--- src/rtl/imem_loader_pkg.sv ---
// Shared types and constants for the instruction-memory boot loader.
package imem_loader_pkg;

  typedef enum logic [2:0] {
    CLEAR,
    HDR_LO,
    HDR_HI,
    LOAD,
    SETTLE,
    RUN,
    DONE,
    ERR
  } state_e;

  localparam int HDR_BYTES = 2;

endpackage

--- src/rtl/imem_loader_sat_counter.sv ---
// Saturating up-counter with enable and synchronous clear.
module sat_counter #(
  parameter int CW = 16
) (
  input  logic          clk_i,
  input  logic          clr_i,
  input  logic          en_i,
  output logic [CW-1:0] cnt_o
);

  logic [CW-1:0] cnt_q, cnt_d;

  // Holds at all-ones instead of wrapping.
  always_comb begin
    cnt_d = cnt_q;
    if (en_i && (cnt_q != '1)) begin
      cnt_d = cnt_q + CW'(1);
    end
  end

  always_ff @(posedge clk_i) begin
    if (clr_i) begin
      cnt_q <= '0;
    end else begin
      cnt_q <= cnt_d;
    end
  end

  assign cnt_o = cnt_q;

endmodule

--- src/rtl/imem_loader.sv ---
// Boot loader: zero-fills instruction memory, loads a byte-stream program,
// then runs the CPU for a fixed cycle budget while counting stalls and flushes.
module imem_loader
  import imem_loader_pkg::*;
#(
  parameter int DEPTH      = 256,
  parameter int AW         = 8,
  parameter int MAX_CYCLES = 64,
  parameter int CW         = 16
) (
  input  logic          clk_i,
  input  logic          rst_i,
  input  logic [7:0]    data_i,
  input  logic          valid_i,
  output logic          ready_o,
  output logic          imem_we_o,
  output logic [AW-1:0] imem_addr_o,
  output logic [31:0]   imem_data_o,
  output logic          start_o,
  input  logic          stall_i,
  input  logic          branch_i,
  input  logic          flush_i,
  output logic [CW-1:0] run_cycles_o,
  output logic [CW-1:0] stall_cnt_o,
  output logic [CW-1:0] flush_cnt_o,
  output logic          done_o,
  output logic          err_o
);

  localparam int NW = HDR_BYTES * 8;

  state_e        state_q, state_d;
  logic [AW:0]   clr_q, clr_d;
  logic [7:0]    hdr_lo_q, hdr_lo_d;
  logic [NW-1:0] count_q, count_d;
  logic [1:0]    lane_q, lane_d;
  logic [AW-1:0] widx_q, widx_d;
  logic [23:0]   buf_q, buf_d;

  logic          ready_q, ready_d;
  logic          we_q, we_d;
  logic [AW-1:0] addr_q, addr_d;
  logic [31:0]   data_q, data_d;
  logic          start_q, start_d;
  logic          done_q, done_d;
  logic          err_q, err_d;

  logic          accept;
  logic          run_en;
  logic          clr_done;
  logic          last_word;
  logic          last_run;
  logic [NW-1:0] hdr_n;

  assign accept    = valid_i && ready_q;
  assign hdr_n     = {data_i, hdr_lo_q};
  assign run_en    = (state_q == RUN);
  assign clr_done  = (clr_q == (AW+1)'(DEPTH));
  assign last_word = (lane_q == 2'd3) && (NW'(widx_q) == (count_q - NW'(1)));
  assign last_run  = run_en && (run_cycles_o == CW'(MAX_CYCLES - 1));

  always_ff @(posedge clk_i) begin
    if (rst_i) begin
      state_q <= CLEAR;
    end else begin
      state_q <= state_d;
    end
  end

  always_comb begin
    state_d = state_q;
    case (state_q)
      CLEAR:   if (clr_done) state_d = HDR_LO;
      HDR_LO:  if (accept) state_d = HDR_HI;
      HDR_HI: begin
        if (accept) begin
          if (hdr_n > NW'(DEPTH)) begin
            state_d = ERR;
          end else if (hdr_n == '0) begin
            state_d = SETTLE;
          end else begin
            state_d = LOAD;
          end
        end
      end
      LOAD:    if (accept && last_word) state_d = SETTLE;
      SETTLE:  state_d = RUN;
      RUN:     if (last_run) state_d = DONE;
      DONE:    state_d = DONE;
      ERR:     state_d = ERR;
      default: state_d = CLEAR;
    endcase
  end

  // start/done follow the registered state, so start rises one cycle after
  // RUN is entered and stays high for exactly the RUN duration.
  always_comb begin
    clr_d    = clr_q;
    hdr_lo_d = hdr_lo_q;
    count_d  = count_q;
    lane_d   = lane_q;
    widx_d   = widx_q;
    buf_d    = buf_q;
    we_d     = 1'b0;
    addr_d   = addr_q;
    data_d   = data_q;
    ready_d  = (state_d == HDR_LO) || (state_d == HDR_HI) || (state_d == LOAD);
    start_d  = run_en;
    done_d   = (state_q == DONE);
    err_d    = (state_d == ERR);
    case (state_q)
      CLEAR: begin
        if (!clr_done) begin
          we_d   = 1'b1;
          addr_d = clr_q[AW-1:0];
          data_d = '0;
          clr_d  = clr_q + (AW+1)'(1);
        end
      end
      HDR_LO: if (accept) hdr_lo_d = data_i;
      HDR_HI: if (accept) count_d = hdr_n;
      LOAD: begin
        if (accept) begin
          if (lane_q == 2'd3) begin
            we_d   = 1'b1;
            addr_d = widx_q;
            data_d = {data_i, buf_q};
            widx_d = widx_q + AW'(1);
            lane_d = 2'd0;
          end else begin
            lane_d = lane_q + 2'd1;
            case (lane_q)
              2'd0:    buf_d[7:0]   = data_i;
              2'd1:    buf_d[15:8]  = data_i;
              default: buf_d[23:16] = data_i;
            endcase
          end
        end
      end
      default: ;
    endcase
  end

  always_ff @(posedge clk_i) begin
    if (rst_i) begin
      clr_q    <= '0;
      hdr_lo_q <= '0;
      count_q  <= '0;
      lane_q   <= '0;
      widx_q   <= '0;
      buf_q    <= '0;
      ready_q  <= 1'b0;
      we_q     <= 1'b0;
      addr_q   <= '0;
      data_q   <= '0;
      start_q  <= 1'b0;
      done_q   <= 1'b0;
      err_q    <= 1'b0;
    end else begin
      clr_q    <= clr_d;
      hdr_lo_q <= hdr_lo_d;
      count_q  <= count_d;
      lane_q   <= lane_d;
      widx_q   <= widx_d;
      buf_q    <= buf_d;
      ready_q  <= ready_d;
      we_q     <= we_d;
      addr_q   <= addr_d;
      data_q   <= data_d;
      start_q  <= start_d;
      done_q   <= done_d;
      err_q    <= err_d;
    end
  end

  sat_counter #(.CW(CW)) u_run_cnt (
    .clk_i (clk_i),
    .clr_i (rst_i),
    .en_i  (run_en),
    .cnt_o (run_cycles_o)
  );

  // A stall coinciding with a branch is the branch's own bubble, not a hazard.
  sat_counter #(.CW(CW)) u_stall_cnt (
    .clk_i (clk_i),
    .clr_i (rst_i),
    .en_i  (run_en && stall_i && !branch_i),
    .cnt_o (stall_cnt_o)
  );

  sat_counter #(.CW(CW)) u_flush_cnt (
    .clk_i (clk_i),
    .clr_i (rst_i),
    .en_i  (run_en && flush_i),
    .cnt_o (flush_cnt_o)
  );

  assign ready_o     = ready_q;
  assign imem_we_o   = we_q;
  assign imem_addr_o = addr_q;
  assign imem_data_o = data_q;
  assign start_o     = start_q;
  assign done_o      = done_q;
  assign err_o       = err_q;

endmodule

--- config.mk ---
export PLATFORM = sky130hd
export DESIGN_NAME = imem_loader
export DESIGN_NICKNAME = d
export VERILOG_FILES = /design/src/rtl/imem_loader_pkg.sv /design/src/rtl/imem_loader_sat_counter.sv /design/src/rtl/imem_loader.sv
export SDC_FILE = /design/constraint.sdc
export NUM_CORES = 1
export LEC_CHECK = 0
export CORE_MARGIN = 3
export CORE_UTILIZATION = 59
export CTS_BUF_LIST = sky130_fd_sc_hd__clkbuf_16
export DETAILED_ROUTE_END_ITERATION = 7
export PLACE_DENSITY = 0.83
export SLEW_MARGIN = 5
export SYNTH_ARGS = -nofsm -noshare
export SYNTH_HDL_FRONTEND = slang
export SYNTH_HIERARCHICAL = 1
export SYNTH_SLANG_ARGS = --single-unit
--- constraint.sdc ---
create_clock -name clk_i -period 7.65 [get_ports clk_i]
set_input_delay 1.1475 -clock clk_i [delete_from_list [all_inputs] [get_ports clk_i]]
set_output_delay 1.1475 -clock clk_i [all_outputs]
set_load 0.005 [all_outputs]
==> impl_metrics.csv <==
group,metric,value,unit
setup_path,crit_type,"in2reg",
setup_path,required,7.96,ns
layout,layout.cells.non_filler,1114,
logic_synthesis,syn_nets,876,
power,power_density,186.6,mW/mm^2
die,die_area,0.01390,sq mm
placed_design,portBuffers,106,
logic_synthesis,synth_edf_count,0,
global_routing,gr-total-overflow,0,
route,dr.pass1.iters,5,
clock_network,tritoncts,"yes",
logic_synthesis,synth-main-ff-cell,"dfxtp_1",
setup_path,cp-end-kind,"flop",
route,drc,0,
sta,finalSetupViolCount,0,
run_status,status,"complete, no violations",
route,wl_per_cell,16.50,um
clock_network,cts_resized,0,
logic_synthesis,syn_area_per_cell,8.683,sq um
logic_synthesis,yosys.area_share.simple,26.94,%
route,vias_per_cell,5.973,
setup_path,setup.worst_path.start_class,"input pin",
clock_network,postCtsSetupBuffers,0,
clock_network,clk-insertion-delay-late,0.43,ns
clock_network,clk_pin_slew,0.06,ns
layout,diodes,0,
setup_path,critPathLaunch,"stall_i",
global_routing,globalRouteTotalUtil,26.25,%
global_routing,grt_pass1_wl,30.38,mm
setup_path,rrSetupSlack,4.73,ns
route,drtAntennaViolNets,0,
die,row_count,40,
sta,fin_setup_tns,0,ns
logic_synthesis,yosys_warnings,6,
sta,fin_worst_skew,0.009681,ns
setup_path,cp.arrival,3.32,ns
clock_network,cts_hold_buf,0,
setup_path,r2r_end,"ready_o$_SDFF_PP0_",
placed_design,globalplace.congestion,0.8518,
placed_design,dpl.cell_count,1082,
setup_path,rr_worst_depth,9,
sta,min_period,3.011,ns
die,die_h,117.9,um
layout,synthToLayoutAreaGrowth,22.69,%
setup_path,cpMaxStageDelayCell,"nor3b_1",
route,via_count,6654,
setup_path,path_cells,"clkdlybuf4s50_1 > nor3b_1 > nand2_1 > nor4bb_1 > mux2_2",
logic_synthesis,ys_seq_elements,163,
min_path,hold_class,"reg2reg",
route,routed_wl,18.38,mm
setup_path,cp.depth,5,
clock_network,clock_path_buffers,2,
clock_network,htreeDepth,4,
setup_path,crit_end,"u_stall_cnt/cnt_o[11]$_SDFFE_PP0P_",
sta,hold_viol,0,
layout,final_core_util,74.86,%
power,vdd_drop_max,133.3,uV
sta,relSlewSlack,22.84,%
setup_path,critical_path.max_fanout,11,
logic_synthesis,netlist_area,0.007390,sq mm
global_routing,antenna_found_initial,0,
logic_synthesis,yosysUniqueCellTypes,57,
global_routing,grt_pass1_vias,6232,
global_routing,grt_max_degree,86,
layout,finalNetCount,958,
logic_synthesis,synth_xor_area_share,3.674,%
route,drt_iter0_drc,789,
logic_synthesis,synth_compound_area_share,14.60,%
logic_synthesis,synthMuxAreaShare,5.334,%
sta,finalCritPeriodShare,39.36,%
placed_design,place_hpwl,12.27,mm
logic_synthesis,netlist_instances,851,
die,core,0.01211,sq mm
flow_run,maxCapViolations,0,
sta,rsz0062_at_grt,"no",
setup_path,r2r-start,"count_q[0]$_SDFFE_PP0P_",
layout,layout-drive-gt1-share,5.814,%
logic_synthesis,synth_top_family_by_area,"simple AND/OR/NAND/NOR gates",
setup_path,cpPeakStageDelay,0.60,ns
die,initial_utilization,61.01,%
sta,fmax,332.1,MHz
clock_network,cts_sinks,163,
die,die_x,117.9,um
sta,fin_hold_ws,0.4746,ns
sta,worst_pin_slew,1.157,ns
die,io_pins,107,
sta,slew_viol_final,0,
logic_synthesis,async_flop_share,0,%
logic_synthesis,synth_adder_area_share,1.863,%
setup_path,worst_path_dominant_cell_family,"simple AND/OR/NAND/NOR gates",
clock_network,cts_buffers,17,
logic_synthesis,ys_seq_area_share,44.16,%
clock_network,clockRootBuffer,"clkbuf_16",
power,p_leak,3.173,nW
setup_path,path_buf_inv,1,
[worst min-delay path by stage]
stage / endpoint / cells past startpoint / startpoint / slack [ns]
2_1_floorplan: count_q[7]$_SDFFE_PP0P_ / 2 / hdr_lo_q[7]$_SDFFE_PP0P_ / 0.44
3_3_place_gp: count_q[2]$_SDFFE_PP0P_ / 2 / hdr_lo_q[2]$_SDFFE_PP0P_ / 0.46
3_5_place_dp: count_q[5]$_SDFFE_PP0P_ / 2 / hdr_lo_q[5]$_SDFFE_PP0P_ / 0.46
4_1_cts: count_q[5]$_SDFFE_PP0P_ / 2 / hdr_lo_q[5]$_SDFFE_PP0P_ / 0.47
5_1_grt: count_q[5]$_SDFFE_PP0P_ / 2 / hdr_lo_q[5]$_SDFFE_PP0P_ / 0.48
6_report: count_q[5]$_SDFFE_PP0P_ / 2 / hdr_lo_q[5]$_SDFFE_PP0P_ / 0.47
[worst reg2reg max path, stage by stage (launching register included)]
cell and delay (ns):
dfxtp_1 0.37, inv_1 0.08, ha_1 0.31, or3b_1 0.49
nor4_1 0.29, o21ai_0 0.13, o311a_1 0.16, or4_4 0.58
o21ai_2 0.22, a311oi_1 0.12
[cells by family (layout without fill, tap and decap cells)]
kind of cell / Yosys count / count (layout)
AO/OA/AOI/OAI: 163 / 163
XOR/XNOR: 31 / 31
adder cells (fa/ha/maj): 11 / 11
buffers and inverters: 66 / 161
flip-flops: 163 / 163
multiplexers: 39 / 39
AND/OR/NAND/NOR: 378 / 378
[synth_stat cells, types with 8 or more instances]
cell type | n | share of area, %
o21ai_0 | 18 | 1.2
nand2_1 | 82 | 4.2
a311oi_1 | 9 | 1.1
clkbuf_1 | 35 | 1.8
o31ai_1 | 18 | 1.8
inv_1 | 17 | 0.86
and4_1 | 9 | 1.1
nor2_1 | 122 | 6.2
nand4_1 | 19 | 1.6
nor2b_1 | 8 | 0.68
a22oi_1 | 32 | 3.3
nor3_1 | 19 | 1.3
mux2i_1 | 36 | 4.9
xnor2_1 | 17 | 2.0
ha_1 | 11 | 1.9
or4_1 | 22 | 2.2
buf_1 | 9 | 0.46
nand3_1 | 25 | 1.7
a21oi_1 | 57 | 3.9
xor2_1 | 14 | 1.7
dfxtp_1 | 163 | 44
nor4_1 | 17 | 1.4
or3_1 | 12 | 1.0
[metal layers]
metal	part of all wire, %	track usage [%]	routed length (um)
met1	45	34.36	8216
met2	48	41.72	8764
met3	5.9	7.833	1087
met4	1.7	8.571	310
met5	0	0	0
[final cells by class]
class / count / area, sq um
clock inverters: 15 / 126.4
well taps: 168 / 210.2
repair buffers: 112 / 1104
inverters: 17 / 63.81
clock buffers: 17 / 425.4
multi-input cells: 622 / 3874
fillers: 896 / 3045
flip-flops and latches: 163 / 3263
[power breakdown]
part           switching [W]  internal [W]
sequential        0.00000238      0.000851
clock               0.000330      0.000470
combinational      0.0000257     0.0000121
total               0.000358       0.00133
[per-stage QoR]
stage / power, W / worst slack, ns / area (sq um)
CTS: 0.001697 / 4.691 / 9066
floorplan: 0.0008910 / 4.991 / 7390
detailed placement: 0.0009095 / 4.241 / 8514
global placement: 0.0009085 / 4.355 / 8514
finish: 0.001692 / 4.639 / 9066
global route: 0.001739 / 4.381 / 9066
[layout by cell type, fill, tap and decap left out, types with 6 or more instances in the layout]
master	netlist	layout
xnor2_1	17	17
or3_1	12	12
nor4_1	17	17
a21oi_1	57	57
or4_1	22	22
a22oi_1	32	32
and3_1	6	6
clkbuf_16	0	17
nor2_1	122	122
and4_1	9	9
clkdlybuf4s50_1	0	105
xor2_1	14	14
o21ai_0	18	18
nor3_1	19	19
buf_4	0	7
nand4_1	19	19
dfxtp_1	163	163
a311oi_1	9	9
nand3_1	25	25
inv_1	17	20
o31ai_1	18	18
mux2i_1	36	36
nand2_1	82	82
ha_1	11	11
nor2b_1	8	8
[state kept, by name (all words and copies together), names as in the netlist, 8 cells and up]
| signal | flops |
|---|---|
| imem_data_o | 32 |
| buf_q | 24 |
| count_q | 16 |
| u_flush_cnt/cnt_o | 16 |
| u_run_cnt/cnt_o | 16 |
| u_stall_cnt/cnt_o | 16 |
| clr_q | 9 |
| hdr_lo_q | 8 |
| imem_addr_o | 8 |
| widx_q | 8 |
(Power assumes the default switching activity.)
